### src/rtl/crc8_pkg.sv
// Shared CRC8/Maxim definitions: seed, check value, reflected polynomial,
// the frame appender state type and the single-byte CRC update.
package crc8_pkg;

    localparam logic [7:0] CRC8_MAXIM_INIT      = 8'h00;
    localparam logic [7:0] CRC8_MAXIM_CHECK     = 8'hA1;
    localparam logic [7:0] CRC8_MAXIM_POLY_REFL = 8'h8C;

    typedef enum logic {
        PASS   = 1'b0,
        APPEND = 1'b1
    } state_e;

    // Reflected CRC8/Maxim update of one byte, LSB first, xorout 0.
    function automatic logic [7:0] crc8_maxim_step(input logic [7:0] crc,
                                                   input logic [7:0] data);
        logic [7:0] c;
        c = crc ^ data;
        for (int i = 0; i < 8; i++) begin
            c = c[0] ? ((c >> 1) ^ CRC8_MAXIM_POLY_REFL) : (c >> 1);
        end
        return c;
    endfunction

endpackage

### src/rtl/crc8_maxim.sv
// Combinational CRC8/Maxim byte update: folds one data byte into the
// running CRC value.
module crc8_maxim
    import crc8_pkg::*;
(
    input  logic [7:0] last_crc_i,
    input  logic [7:0] data_i,
    output logic [7:0] next_crc_o
);

    assign next_crc_o = crc8_maxim_step(last_crc_i, data_i);

endmodule

### src/rtl/crc8_frame_appender.sv
// Byte-stream CRC8/Maxim appender: forwards each payload byte through one
// output register and inserts the frame CRC as an extra beat after s_last.
module crc8_frame_appender
    import crc8_pkg::*;
#(
    parameter logic [7:0]  INIT_VALUE = CRC8_MAXIM_INIT,
    parameter int unsigned CNT_WIDTH  = 16
) (
    input  logic                 clk,
    input  logic                 rst,
    input  logic [7:0]           s_data,
    input  logic                 s_valid,
    input  logic                 s_last,
    output logic                 s_ready,
    output logic [7:0]           m_data,
    output logic                 m_valid,
    output logic                 m_last,
    input  logic                 m_ready,
    output logic                 frame_done,
    output logic [7:0]           last_crc,
    output logic [CNT_WIDTH-1:0] frame_cnt
);

    state_e               state_q, state_d;
    logic [7:0]           crc_q, crc_d;
    logic [7:0]           crc_next;
    logic [7:0]           m_data_q, m_data_d;
    logic                 m_valid_q, m_valid_d;
    logic                 m_last_q, m_last_d;
    logic                 frame_done_q, frame_done_d;
    logic [7:0]           last_crc_q, last_crc_d;
    logic [CNT_WIDTH-1:0] frame_cnt_q, frame_cnt_d;

    logic slot_free;
    logic accept;
    logic crc_xfer;

    // The output register may be refilled whenever it is empty or being drained.
    assign slot_free = !m_valid_q || m_ready;
    assign s_ready   = (state_q == PASS) && slot_free;
    assign accept    = s_valid && s_ready;
    assign crc_xfer  = m_valid_q && m_ready && m_last_q;

    crc8_maxim u_crc8_maxim (
        .last_crc_i (crc_q),
        .data_i     (s_data),
        .next_crc_o (crc_next)
    );

    always_comb begin
        state_d      = state_q;
        crc_d        = crc_q;
        m_data_d     = m_data_q;
        m_valid_d    = m_valid_q;
        m_last_d     = m_last_q;
        last_crc_d   = last_crc_q;
        frame_done_d = crc_xfer;
        frame_cnt_d  = crc_xfer ? frame_cnt_q + CNT_WIDTH'(1) : frame_cnt_q;

        case (state_q)
            PASS: begin
                if (accept) begin
                    m_data_d  = s_data;
                    m_last_d  = 1'b0;
                    m_valid_d = 1'b1;
                    crc_d     = crc_next;
                    if (s_last) begin
                        state_d = APPEND;
                    end
                end else if (slot_free) begin
                    m_valid_d = 1'b0;
                end
            end
            APPEND: begin
                // The CRC beat reseeds the CRC so the next frame starts clean.
                if (slot_free) begin
                    m_data_d   = crc_q;
                    m_last_d   = 1'b1;
                    m_valid_d  = 1'b1;
                    last_crc_d = crc_q;
                    crc_d      = INIT_VALUE;
                    state_d    = PASS;
                end
            end
            default: begin
                state_d = PASS;
            end
        endcase
    end

    always_ff @(posedge clk) begin
        if (rst) begin
            state_q      <= PASS;
            crc_q        <= INIT_VALUE;
            m_data_q     <= '0;
            m_valid_q    <= 1'b0;
            m_last_q     <= 1'b0;
            frame_done_q <= 1'b0;
            last_crc_q   <= '0;
            frame_cnt_q  <= '0;
        end else begin
            state_q      <= state_d;
            crc_q        <= crc_d;
            m_data_q     <= m_data_d;
            m_valid_q    <= m_valid_d;
            m_last_q     <= m_last_d;
            frame_done_q <= frame_done_d;
            last_crc_q   <= last_crc_d;
            frame_cnt_q  <= frame_cnt_d;
        end
    end

    assign m_data     = m_data_q;
    assign m_valid    = m_valid_q;
    assign m_last     = m_last_q;
    assign frame_done = frame_done_q;
    assign last_crc   = last_crc_q;
    assign frame_cnt  = frame_cnt_q;

endmodule

### config.mk
export PLATFORM = sky130hd
export DESIGN_NAME = crc8_frame_appender
export DESIGN_NICKNAME = d
export VERILOG_FILES = /design/src/rtl/crc8_pkg.sv /design/src/rtl/crc8_maxim.sv /design/src/rtl/crc8_frame_appender.sv
export SDC_FILE = /design/constraint.sdc
export NUM_CORES = 1
export LEC_CHECK = 0
export BUFFER_PORTS_ARGS = -buffer_cell sky130_fd_sc_hd__buf_2
export CAP_MARGIN = 15
export CORE_MARGIN = 3
export CORE_UTILIZATION = 56
export DETAILED_ROUTE_END_ITERATION = 6
export HOLD_SLACK_MARGIN = 0.06
export PLACE_DENSITY = 0.89
export SLEW_MARGIN = 0
export SYNTH_ARGS = -nofsm -noshare
export SYNTH_HDL_FRONTEND = slang
export SYNTH_HIERARCHICAL = 1
export SYNTH_SLANG_ARGS = --single-unit
### constraint.sdc
create_clock -name clk -period 3.2 [get_ports clk]
set_input_delay 0.64 -clock clk [delete_from_list [all_inputs] [get_ports clk]]
set_output_delay 0.64 -clock clk [all_outputs]
set_load 0.05 [all_outputs]
; ---- Yosys cells after proc, flatten, opt, wreduce, memory -nomap -nowiden
; Cells that the tools add are included.
[totals]
regBits = 44
in_bits = 13
out_inout_bits = 36
[op_classes]
addsub = 1
n_eq_ne = 3
muxes = 24
bitwise = 10
reduce_logical = 9
[op_table]
columns = op, count
row1 = 8-bit 2-to-1 mux, 12
row2 = 8-bit one-hot mux with 2 select lines, 2
row3 = 2-bit inverter with 3-bit output, 8
row4 = 16-bit by 1-bit adder with 16-bit output (second input constant), 1
row5 = 8-bit bitwise XOR, 1
row6 = 1-bit 2-to-1 mux, 7
row7 = 1-bit one-hot mux with 2 select lines, 3
row8 = 2-bit AND reduction, 3
row9 = 1-bit logical AND, 4
row10 = 3-bit inequality test (second input constant), 1
row11 = 2-bit by 1-bit inequality test with 1-bit output (second input constant), 1
row12 = 2-bit inequality test (second input constant), 1
row13 = 1-bit logical NOT, 1
row14 = 1-bit logical OR, 1
row15 = 1-bit inverter, 1

; ---- Logic depth before layout (Yosys ltp)
[logic_depth]
word_depth = 19
mapped_depth = 6
mapped_depth_nobuf = 6

; ---- Modules after synthesis
; The synthesis kept the hierarchy.
[by_module_without_submodules]
columns = module, instances, cells_each, area_each_um2, seq_area_each_um2
row1 = crc8_frame_appender, 1, 210, 1790.5, 880.8
row2 = crc8_maxim, 1, 19, 190.2, 0.0

; ---- Worst setup path before layout
; No wires, ideal clock.
[synth_path]
path_kind = register to register
start = register frame_cnt_q[2], in the netlist frame_cnt[2]
end = register frame_cnt_q[15], in the netlist frame_cnt[15]
setup_ps = 70
arrival_ps = 2055
slack_ps = 1075
path_stages_with_launch = 6
synth_period_minus_slack_ps = 2125
cell_sequence = dfxtp_1 -> nand3_2 -> or3_1 -> buf_2 -> or4_1 -> a21oi_1
[synth_via]
elab_chain_len = 1
[synth_rtl]
columns = element, line
row1 = "start, declared", crc8_frame_appender.sv:32  ; logic [CNT_WIDTH-1:0] frame_cnt_q, frame_cnt_d;
row2 = "start signal, assigned", crc8_frame_appender.sv:109  ; frame_cnt_q <= frame_cnt_d;
row3 = 16-bit by 1-bit adder with 16-bit output, crc8_frame_appender.sv:58  ; frame_cnt_d = crc_xfer ? frame_cnt_q + CNT_WIDTH'(1) : frame_cnt_q;
; No other way between the ends.
; A chain may end at the register's enable or synchronous reset.

; ---- Worst setup path after layout
[layout_path]
start = register state_q
end = output port s_ready
[layout_via]
elab_chain_len = 2
[layout_rtl]
columns = element, line
row1 = "start, declared", crc8_frame_appender.sv:24  ; state_e state_q, state_d;
row2 = "start signal, assigned", crc8_frame_appender.sv:102  ; state_q <= state_d;
row3 = 1-bit inverter, n/a
row4 = 1-bit logical AND, crc8_frame_appender.sv:40  ; assign s_ready = (state_q == PASS) && slot_free;
row5 = "end, declared", crc8_frame_appender.sv:14  ; output logic s_ready,
; No other way between the ends.

==> run_results.csv <==
group,metric,value,unit
outcome,status,"finished clean",
cts,ctsHtreeMaxLevel,2,
die,start_util,0.6184,
route,vias,1721,
layout,drive_above_1_share,0.2198,
logic_synthesis,synth_area,1981,um2
critical_path,cpPeakStageDelay,0.78,ns
place,placed_area,2230,um2
route,ant_nets,0,
global_route,track_usage,0.2133,
critical_path,worstPathRequired,2.56,ns
place,dp_hpwl,3100,um
power_and_ir_drop,ir_drop,346.8,uV
sta,finalSetupTns,0,ns
route,totalWireLength,4299,um
sta,fmax,0.4669,GHz
global_route,grt_max_degree,46,
power_and_ir_drop,leakagePower,0.9208,nW
cts,cts_max_path_buffers,2,
die,dieArea,4286,um2
sta,tightest_slew,0.8955,ns
die,die_w,65.47,um
power_and_ir_drop,power_density,674.8,nW/um2
cts,numClockSinks,44,
global_route,grt_pass1_vias,1526,
sta,fin_crit_sh,0.6693,
cts,cts_tree,"built",
layout,register_area,880.8,um2
run,max-cap-violations,0,
layout,final_util,0.7199,
place,gp_congestion,0.7750,
global_route,grt_overflow_total,0,
sta,hold_viol,0,
logic_synthesis,ys_seq_area_frac,0.4447,
logic_synthesis,synth_seq_cells,44,
die,pin_count,49,
sta,slew_viol_final,0,
place,pre_cts_ws,0.9840,ns
die,die_h,65.47,um
critical_path,critPathArrivalTime,1.50,ns
logic_synthesis,synth.avg_cell_area,8.649,um2
global_route,antenna_found_initial,0,
layout,antenna_cells,0,
layout,multi_input_area,1042,um2
cts,clk_pin_slew,0.13,ns
logic_synthesis,synth_top_area_frac,0.4447,
cts,clk-insertion-delay-late,0.35,ns
logic_synthesis,syn_nets,243,
logic_synthesis,synth_largest_area_cell,"dfxtp_1",
sta,rsz0062_at_grt,"false",
route,drc,0,
place,io_buffers,48,
critical_path,cp_cell_sequence,"nor2_1 > buf_2",
layout,n_fill_cell,270,
critical_path,worstSetupPathType,"reg -> out",
logic_synthesis,synth_cells,229,
cts,cts_root_buf,"clkbuf_4",
sta,setup_slack,1.058,ns
sta,slew-limit-headroom,0.4008,
cts,cts_hold_buf,0,
layout,design_area,2306,um2
die,core.rowCount,20,
logic_synthesis,synth.distinct_cells,33,
worst_hold_path,min_path_type,"reg -> reg",
cts,cts_inserted_buffers,5,
critical_path,start_kind,"register",
logic_synthesis,yosys_warnings,6,
cts,cts_resized,0,
layout,final_common_cell,"buf_2",
sta,clock_skew,0.01319,ns
sta,post-route-min-period,2.142,ns
critical_path,slowest_stage,"dfxtp_1",
cts,post_cts_buffers,0,
layout,fin_nets,286,
route,drt-pass1-iter-count,6,
critical_path,critPathMaxFanout,15,
logic_synthesis,synthTopCellsByArea,"dfxtp_1 44%, xnor2_1 8.0%, nand2_1 6.1%, a21oi_1 5.8%, nor2_1 4.9%",
route,vias_per_cell,5.429,
critical_path,endpoint_kind,"output pin",
sta,setup_viol,0,
route,avgRoutedWirePerCell,13.56,um
layout,mostFrequentLayoutCells,"48 x buf_2, 44 x dfxtp_1, 32 x nand2_1, 26 x nor2_1, 23 x a21oi_1",
global_route,grt_pass1_wl,7079,um
die,core,3203,um2
power_and_ir_drop,power,1.556,mW
route,drt_iter0_markers,87,
layout,syn_to_final_growth,16.42,%
state kept, by name, indices dropped and copies added (netlist names):
signal,cells
frame_cnt,16
crc_q,8
last_crc,8
m_data,8
frame_done,1
m_last,1
m_valid,1
state_q,1
synthesized netlist by cell type:
cell type / instances
buf_2: 1
xnor2_1: 18
xor2_1: 7
nand4_1: 2
and3_1: 1
nand3_4: 1
a211oi_1: 8
nand3_2: 1
a22oi_1: 1
mux2_2: 1
nor3_1: 3
clkbuf_1: 10
o21ai_0: 3
nand3_1: 11
or4_1: 2
dfxtp_1: 44
nor4_1: 3
o31ai_1: 2
mux2i_1: 9
nand2_1: 32
o41ai_1: 1
nor2b_1: 3
inv_1: 3
nor2_1: 26
ha_1: 1
xor3_2: 1
and2_1: 2
or4b_1: 1
xnor2_2: 1
nand2b_1: 1
or3_1: 5
buf_1: 1
a21oi_1: 23
power breakdown:
part / leakage (nW) / total (mW) / switching, mW / internal [mW]
logic: 0.520 / 0.544 / 0.300 / 0.245
registers: 0.358 / 0.676 / 0.0704 / 0.606
clock network: 0.0422 / 0.335 / 0.171 / 0.164
total: 0.921 / 1.56 / 0.542 / 1.01
metrics by stage:
| step | hold WS (ns) | cells |
|---|---|---|
| after global routing | 0.4899 | 317 |
| after floorplan | 0.4685 | 229 |
| after detailed placement | 0.4494 | 309 |
| final | 0.4634 | 317 |
| after CTS | 0.4683 | 317 |
| after global placement | 0.4410 | 309 |
cell families after synthesis:
group                    count (synthesis)  share of synthesized area
AND/OR/NAND/NOR                         94                     0.2255
multiplexers                            10                    0.05117
adder cells (fa/ha/maj)                  1                   0.006316
XOR/XNOR                                27                     0.1314
buffers and inverters                   15                    0.02906
AO/OA/AOI/OAI                           38                     0.1118
flip-flops                              44                     0.4447
final timing paths:
check	depth (start not counted)	slack, ns	start	to
setup / recovery	2	1.06	state_q$_SDFF_PP0_	s_ready
hold / removal	2	0.46	last_crc[7]$_SDFFE_PP0P_	last_crc[7]$_SDFFE_PP0P_
setup reg to reg	4	1.17	state_q$_SDFF_PP0_	m_data[3]$_SDFFE_PP0P_
hold reg to reg	2	0.46	last_crc[7]$_SDFFE_PP0P_	last_crc[7]$_SDFFE_PP0P_
worst max-delay path: cells and delay by family (launching register included):
kind	cells	cell delay, ns
buffers and inverters	1	0.24
and+or+nand+nor	1	0.12
DFF	1	0.78
layout make-up:
cell class | instances | area share
well taps | 44 | 0.02387
clock buffers | 6 | 0.01791
flip-flops and latches | 44 | 0.3820
multi-input cells | 170 | 0.4520
clock inverters | 2 | 0.01519
repair buffers | 48 | 0.1042
inverters | 3 | 0.004883
routing by layer:
layer	share of wire	track usage
met1	0.47	0.2833
met2	0.45	0.3173
met3	0.063	0.07009
met4	0.022	0.08808
met5	0	0
No activity file was read; power rests on OpenSTA's default activity.
